## src/rtl/cpu_clk_pkg.sv

```systemverilog
// cpu_clk_pkg: controller state encoding and default timing constants shared by RTL and bench
package cpu_clk_pkg;
  typedef enum logic [1:0] {RST_HOLD, RUN, HALT, STEP} state_t;
  localparam int DEFAULT_DIV = 20;
  localparam int RST_HOLD_CYCLES = 16;
  localparam int DIV_WIDTH = 8;
  localparam int CNT_WIDTH = 32;
endpackage

```

## src/rtl/clk_en_divider.sv

```systemverilog
// clk_en_divider: period counter with boundary flag; the owner only pulses load where a reload cannot split a period
module clk_en_divider #(
  parameter int DIV_W = 8,
  parameter int DEFAULT_DIV = 20
) (
  input  logic             CLK100MHZ,
  input  logic             reset_n,
  input  logic             clear,
  input  logic             en,
  input  logic             load,
  input  logic [DIV_W-1:0] load_div,
  output logic             boundary
);
  logic [DIV_W-1:0] div, count;
  assign boundary = count == div - DIV_W'(1);
  always_ff @(posedge CLK100MHZ) begin
    if (!reset_n) begin
      div <= DIV_W'(DEFAULT_DIV);
      count <= '0;
    end else begin
      if (load) div <= (load_div == '0) ? DIV_W'(1) : load_div;
      count <= clear ? '0 : !en ? count : boundary ? '0 : count + DIV_W'(1);
    end
  end
endmodule

```

## src/rtl/cpu_clk_en_ctrl.sv

```systemverilog
// cpu_clk_en_ctrl: CPU clock-enable generator with reset sequencing, run/halt/step control and divisor handshake
module cpu_clk_en_ctrl #(
  parameter int DEFAULT_DIV = 20,
  parameter int DIV_W = 8,
  parameter int RST_HOLD_CYCLES = 16,
  parameter int CNT_W = 32
) (
  input  logic             CLK100MHZ,
  input  logic             reset_n,
  input  logic [DIV_W-1:0] div_cfg,
  input  logic             div_cfg_valid,
  output logic             div_cfg_ready,
  input  logic             run,
  input  logic             step_req,
  output logic             step_ack,
  output logic             cpu_ce,
  output logic             cpu_rst_n,
  output logic             halted,
  output logic [CNT_W-1:0] ce_count
);
  import cpu_clk_pkg::*;
  localparam int HOLD_W = $clog2(RST_HOLD_CYCLES + 1);
  state_t state, state_n;
  logic [HOLD_W-1:0] hold;
  logic [DIV_W-1:0] pend;
  logic pend_valid, boundary, running, pulse, apply;
  // dropping run in RUN stops the counter on that very edge, so a coinciding boundary yields no pulse
  assign running = (state == RUN) ? run : (state == STEP);
  assign pulse = running && boundary;
  assign apply = pend_valid && (running ? boundary : (state == HALT || state == RST_HOLD));
  assign cpu_rst_n = state != RST_HOLD;
  assign halted = state == HALT;
  assign div_cfg_ready = !pend_valid;
  always_comb begin
    state_n = state;
    case (state)
      RST_HOLD: if (hold == HOLD_W'(RST_HOLD_CYCLES - 1)) state_n = run ? RUN : HALT;
      RUN:      if (!run) state_n = HALT;
      HALT:     state_n = run ? RUN : (step_req && !step_ack) ? STEP : HALT;
      STEP:     if (boundary) state_n = HALT;
      default:  state_n = RST_HOLD;
    endcase
  end
  always_ff @(posedge CLK100MHZ) begin
    if (!reset_n) begin
      state <= RST_HOLD;
      hold <= '0;
      pend <= '0;
      pend_valid <= 1'b0;
      cpu_ce <= 1'b0;
      step_ack <= 1'b0;
      ce_count <= '0;
    end else begin
      state <= state_n;
      if (state == RST_HOLD) hold <= hold + HOLD_W'(1);
      if (div_cfg_valid && !pend_valid) begin
        pend <= div_cfg;
        pend_valid <= 1'b1;
      end else if (apply) pend_valid <= 1'b0;
      cpu_ce <= pulse;
      step_ack <= pulse && state == STEP;
      ce_count <= ce_count + CNT_W'(pulse);
    end
  end
  clk_en_divider #(.DIV_W(DIV_W), .DEFAULT_DIV(DEFAULT_DIV)) u_div (
    .CLK100MHZ(CLK100MHZ),
    .reset_n(reset_n),
    .clear(!running),
    .en(running),
    .load(apply),
    .load_div(pend),
    .boundary(boundary)
  );
endmodule

```

## config.mk

```make
export PLATFORM = sky130hd
export DESIGN_NAME = cpu_clk_en_ctrl
export DESIGN_NICKNAME = d
export VERILOG_FILES = /design/src/rtl/cpu_clk_pkg.sv /design/src/rtl/clk_en_divider.sv /design/src/rtl/cpu_clk_en_ctrl.sv
export SDC_FILE = /design/constraint.sdc
export NUM_CORES = 1
export LEC_CHECK = 0
export ABC_CLOCK_PERIOD_IN_PS = 8300
export CAP_MARGIN = 20
export CORE_UTILIZATION = 47
export DETAILED_ROUTE_END_ITERATION = 8
export PLACE_DENSITY_LB_ADDON = 0.3
export SETUP_SLACK_MARGIN = 0.2
export SLEW_MARGIN = 20
export SYNTH_ARGS = -nofsm -noshare
export SYNTH_HDL_FRONTEND = slang
export SYNTH_HIERARCHICAL = 1
export SYNTH_SLANG_ARGS = --single-unit
```

## constraint.sdc

```tcl
create_clock -name CLK100MHZ -period 8.3 [get_ports CLK100MHZ]
set_input_delay 1.66 -clock CLK100MHZ [delete_from_list [all_inputs] [get_ports CLK100MHZ]]
set_output_delay 1.66 -clock CLK100MHZ [all_outputs]
set_load 0.01 [all_outputs]
```

After elaboration in Yosys (flattened, before gate mapping):

Index checks and enable logic that the tools add are counted.
W data, S select, Z words.

* muxes and demuxes: 12
* equal/unequal tests: 8
* reduce and logical (&&, ||, !) cells: 14
* bitwise gates (word level): 2
* $add $sub $neg: 4

Operators with widths (number)
* $add A32 B1 Y32: 1
* $mux W2: 5
* $add A8 B1 Y8 const B: 1
* $eq A8 B8 Y1: 1
* $logic_not A8 Y1: 1
* $mux W8: 1
* $pmux W2 S4: 1
* $sub A8 B1 Y8 const B: 1
* $ne A2 B2 Y1 const B: 3
* $add A5 B1 Y5 const B: 1
* $eq A5 B4 Y1 const B: 1
* $logic_and A1 B1 Y1: 5
* $mux W1: 5
* $eq A2 B2 Y1 const B: 2
* $reduce_bool A2 Y1: 2
* $reduce_and A3 Y1: 1
* $reduce_or A3 Y1: 1
* $eq A2 B1 Y1 const B: 1
* $logic_not A1 Y1: 2
* $logic_not A2 Y1: 1
* $not A1 Y1: 2
* $logic_or A1 B1 Y1: 1

* register bits after elaboration: 66
* input bits: 13
* word-level logic and storage cells: 49
* output and inout port bits: 37

Longest topological paths before layout:

* depth in word-level cells: 6
* gate-level depth with buffers: 17

Hierarchy:

The synthesis kept the hierarchy.

By module, submodules not included
* cpu_clk_en_ctrl: cells each 253, area each 2217.1 µm², instances 1
* clk_en_divider: cells each 104, area each 1018.5 µm², instances 1

Worst setup path after synthesis:

No wires, ideal clock.

* path type: reg2reg
* from: register u_div.div[0]
* to: register ce_count[20]
* setup slack: 4.518 ns
* data arrival time: 3.712 ns
* clock period less this slack: 3.782 ns
* stages on the path, launching flop included: 18
* cells stage by stage: dfxtp_1 -> inv_1 -> ha_1 -> buf_2 -> o21ba_1 -> a221o_1 -> a211oi_2 -> o21ai_1 -> nor3_2 -> inv_1 -> nor2_1 -> ha_1 -> ha_1 -> nand3_1 -> or3_1 -> clkbuf_1 -> or4_1 -> a21oi_1

* word-level cells in the longest chain between the ends: 4

RTL lines
* from (decl): RTL line clk_en_divider.sv:14 `logic [DIV_W-1:0] div, count;`
* from (signal assigned): RTL line clk_en_divider.sv:18 `div <= DIV_W'(DEFAULT_DIV);`
* from (signal assigned): RTL line clk_en_divider.sv:21 `if (load) div <= (load_div == '0) ? DIV_W'(1) : load_div;`
* $sub A8 B1 Y8: RTL line clk_en_divider.sv:15 `assign boundary = count == div - DIV_W'(1);`
* $eq A8 B8 Y1: RTL line clk_en_divider.sv:15
* via boundary: RTL line cpu_clk_en_ctrl.sv:26 `logic pend_valid, boundary, running, pulse, apply;`
* $logic_and A1 B1 Y1: RTL line cpu_clk_en_ctrl.sv:29 `assign pulse = running && boundary;`
* via pulse: RTL line cpu_clk_en_ctrl.sv:26
* $add A32 B1 Y32: RTL line cpu_clk_en_ctrl.sv:62 `ce_count <= ce_count + CNT_W'(pulse);`
* to (signal assigned): RTL line cpu_clk_en_ctrl.sv:62
* to (decl): RTL line cpu_clk_en_ctrl.sv:19 `output logic [CNT_W-1:0] ce_count`

The timed path passes the listed nets, and every way through them passes these cells.
A chain may end at the register's enable or synchronous reset.

Worst setup path in the final report:

* from: register u_div.div[0]
* to: register ce_count[28]

The elaborated chain is that of the path after synthesis.

==> reports/metrics.yaml <==
power_frac_clock_pct: 42.5
clk_latency_ns: 0.34
p_seq_share_pct: 51.2
path_clk_slew_ns: 0.07
async_reset_ff_share_pct: 0
first_pass_iters: 9
htreeDepth: 3
hold_buffers: 0
max_cap_violations: 0
finalWirelength_mm: 6.988
ir_drop_uv: 102.5
synth_cell_types: 52
cp_cell_sequence: "inv_1, ha_1, o21ba_1, a221o_1, a211oi_2, o21ai_1, nor3_2, inv_1, nor2_1, ha_1, ha_1, nand3_1, or3_1, or4_1, a21oi_1"
grt_pass1_wl_mm: 11.51
cts_tree: "done"
maxClockFrequency_ghz: 0.2236
synth_largest_area_cell: "dfxtp_1"
dpl.hpwl_mm: 4.826
power.total_w: 0.0006437
worst_ep_required_time_ns: 8.56
io_pins: 50
dieArea_mm2: 0.007220
violations: "DRC"
seqCellArea_mm2: 0.001321
io_buffers: 49
clock_skew_ns: 0.006942
rows: 29
synth_edf_count: 0
vias: 2724
p_leak_nw: 1.325
holdCritPathClass: "reg -> reg"
p_int_w: 0.0004979
ys_seq_area_share_pct: 40.84
cp_max_fo: 14
yosys_warnings: 6
diodes: 0
die_w_um: 84.97
fp.dieH_um: 84.97
endpoint_kind: "flop"
place_area_mm2: 0.003760
grt.overflow.total: 0
ant_nets: 0
post-route-period-util_pct: 53.89
hold_ws_ns: 0.4818
avgSynthCellArea_um2: 9.063
setup_tns_ns: 0
wire_per_inst_um: 14.44
grt_setup_unrepaired: "no"
syn_nets: 377
worst_setup_path_start_kind: "flop"
layout.cells.non_filler: 484
postCtsSetupBuffers: 0
cts_made_buffers: 9
track_usage_pct: 19.99
drc: 4
setup_viol: 0
nFillCells: 561
cts_resized: 0
clock_sinks: 66
netlist_instances: 357
place_inst: 468
min_period_ns: 4.473
cp_common_cell: "ha_1"
worstSetupPathType: "reg -> reg"
drt_iter0_drc: 121
multi_input_area_mm2: 0.001795
p_per_area_mw_per_mm2: 162.5
viasPerCell: 5.628
finalHoldViolCount: 0
max_slew_margin_pct: 37.04
tightest_slew_ns: 0.9425
layout-drive-gt1-share_pct: 8.845
critPathMaxStageDelay_ns: 0.62
clk_path_buf_depth: 2
ys.flop_type: "dfxtp_1"
start_util_pct: 49.82
grt_pass1_vias: 2506
status: "finished with violations"
swShare_pct: 22.66
grt_max_degree: 25
arrival_ns: 4.74
synth-seq-cells: 66
p_comb_share_pct: 6.2
yosys-top-cells-area: "dfxtp_1 (41%), mux2i_1 (5.9%), xnor2_1 (4.6%)"
stdcell_area_mm2: 0.003961
netlist_area_mm2: 0.003236
antenna_found_initial: 0
fin_nets: 422
slew_viol_final: 0
synth_top_area_share_pct: 40.84
cts_root_buf: "clkbuf_8"
p_switching_w: 0.0001459
routabilityCongestion: 0.7978
synthToLayoutAreaGrowth_pct: 22.43
core_area_mm2: 0.006495
crit_path_top_delay_cell: "or3_1"
power by group through the flow:
stage	combinational, W	sequential [W]	clock (W)
floorplan	0.0000280	0.000335	0
global placement	0.0000390	0.000337	0
detailed placement	0.0000401	0.000337	0
CTS	0.0000404	0.000330	0.000280
global route	0.0000443	0.000330	0.000292
finish	0.0000400	0.000330	0.000274
Yosys cell counts, types with 9 or more instances:
master,number
nor2_1,31
nand3_1,15
o31ai_1,9
or4_1,9
dfxtp_1,66
xor2_1,10
o21ai_0,11
clkbuf_1,12
xnor2_1,17
a21oi_1,20
nand2_1,24
inv_1,14
mux2i_1,19
worst max-delay path, delay by kind of cell (launching register included):
family	cells	cell delay (ns)
AND/OR/NAND/NOR	5	1.90
AO/OA/AOI/OAI	5	1.09
adder cells (fa/ha/maj)	3	0.70
flip-flops	1	0.46
buffers and inverters	2	0.23
layer usage:
layer,routed length [um],GRT usage [%],part of all wire (%)
met1,3321,25.26,48
met2,3258,32.55,47
met3,344,6.323,4.9
met4,63,6.317,0.90
met5,0,0,0
final cells by class:
type / instances / share of cell area (%)
clock buffer: 14 / 4.106
clock inverter: 2 / 0.8844
inverter: 14 / 1.327
multi-input combinational: 261 / 45.33
sequential: 66 / 33.35
tap: 77 / 2.432
timing repair buffer: 50 / 12.57
flip-flops by register name, indices dropped and copies added (netlist names):
signal / flops
pend: 8
hold: 5
u_div/count: 8
pend_valid: 1
cpu_ce: 1
ce_count: 32
step_ack: 1
u_div/div: 8
state: 2
cell families after synthesis:
kind of cell	after synthesis	share of synthesized area (%)
compound gates	56	11.72
simple gates	151	27.26
buf+inv	30	3.789
mux	19	5.878
flops	66	40.84
xor+xnor	28	7.811
fa+ha+maj	7	2.707
through the flow:
stage | setup WS (ns) | utilization [%]
after global placement | 3.706 | 57.89
after floorplan | 4.518 | -
after detailed placement | 3.596 | 57.89
after global routing | 3.532 | 60.99
after CTS | 3.847 | 60.93
final | 3.827 | 60.99
placed cells by master, fill, tap and decap left out, types with 2 or more instances in the layout:
master	count
o21a_1	2
nor2b_1	8
nor3_2	7
a21oi_1	19
and2_1	2
dfxtp_1	66
or4_1	9
clkdlybuf4s50_1	49
mux2i_1	19
clkbuf_8	11
xnor2_1	17
ha_1	7
clkbuf_1	3
and3_1	2
or3b_2	2
nand2_1	24
nor2_1	31
nor4_1	8
nand2b_1	7
nand4_1	8
a31oi_1	2
o31ai_1	9
nand3_1	15
nor3_1	8
xor2_1	10
o21ai_0	11
inv_1	14
and4_1	3
or3_1	8
final timing paths:
path                start  cells past startpoint  slack, ns            to
max          u_div/div[0]                     15       3.83  ce_count[28]
min          ce_count[31]                      2       0.48  ce_count[31]
max reg2reg  u_div/div[0]                     15       3.83  ce_count[28]
min reg2reg  ce_count[31]                      2       0.48  ce_count[31]
Note: power is estimated with default switching activity, not from simulation.
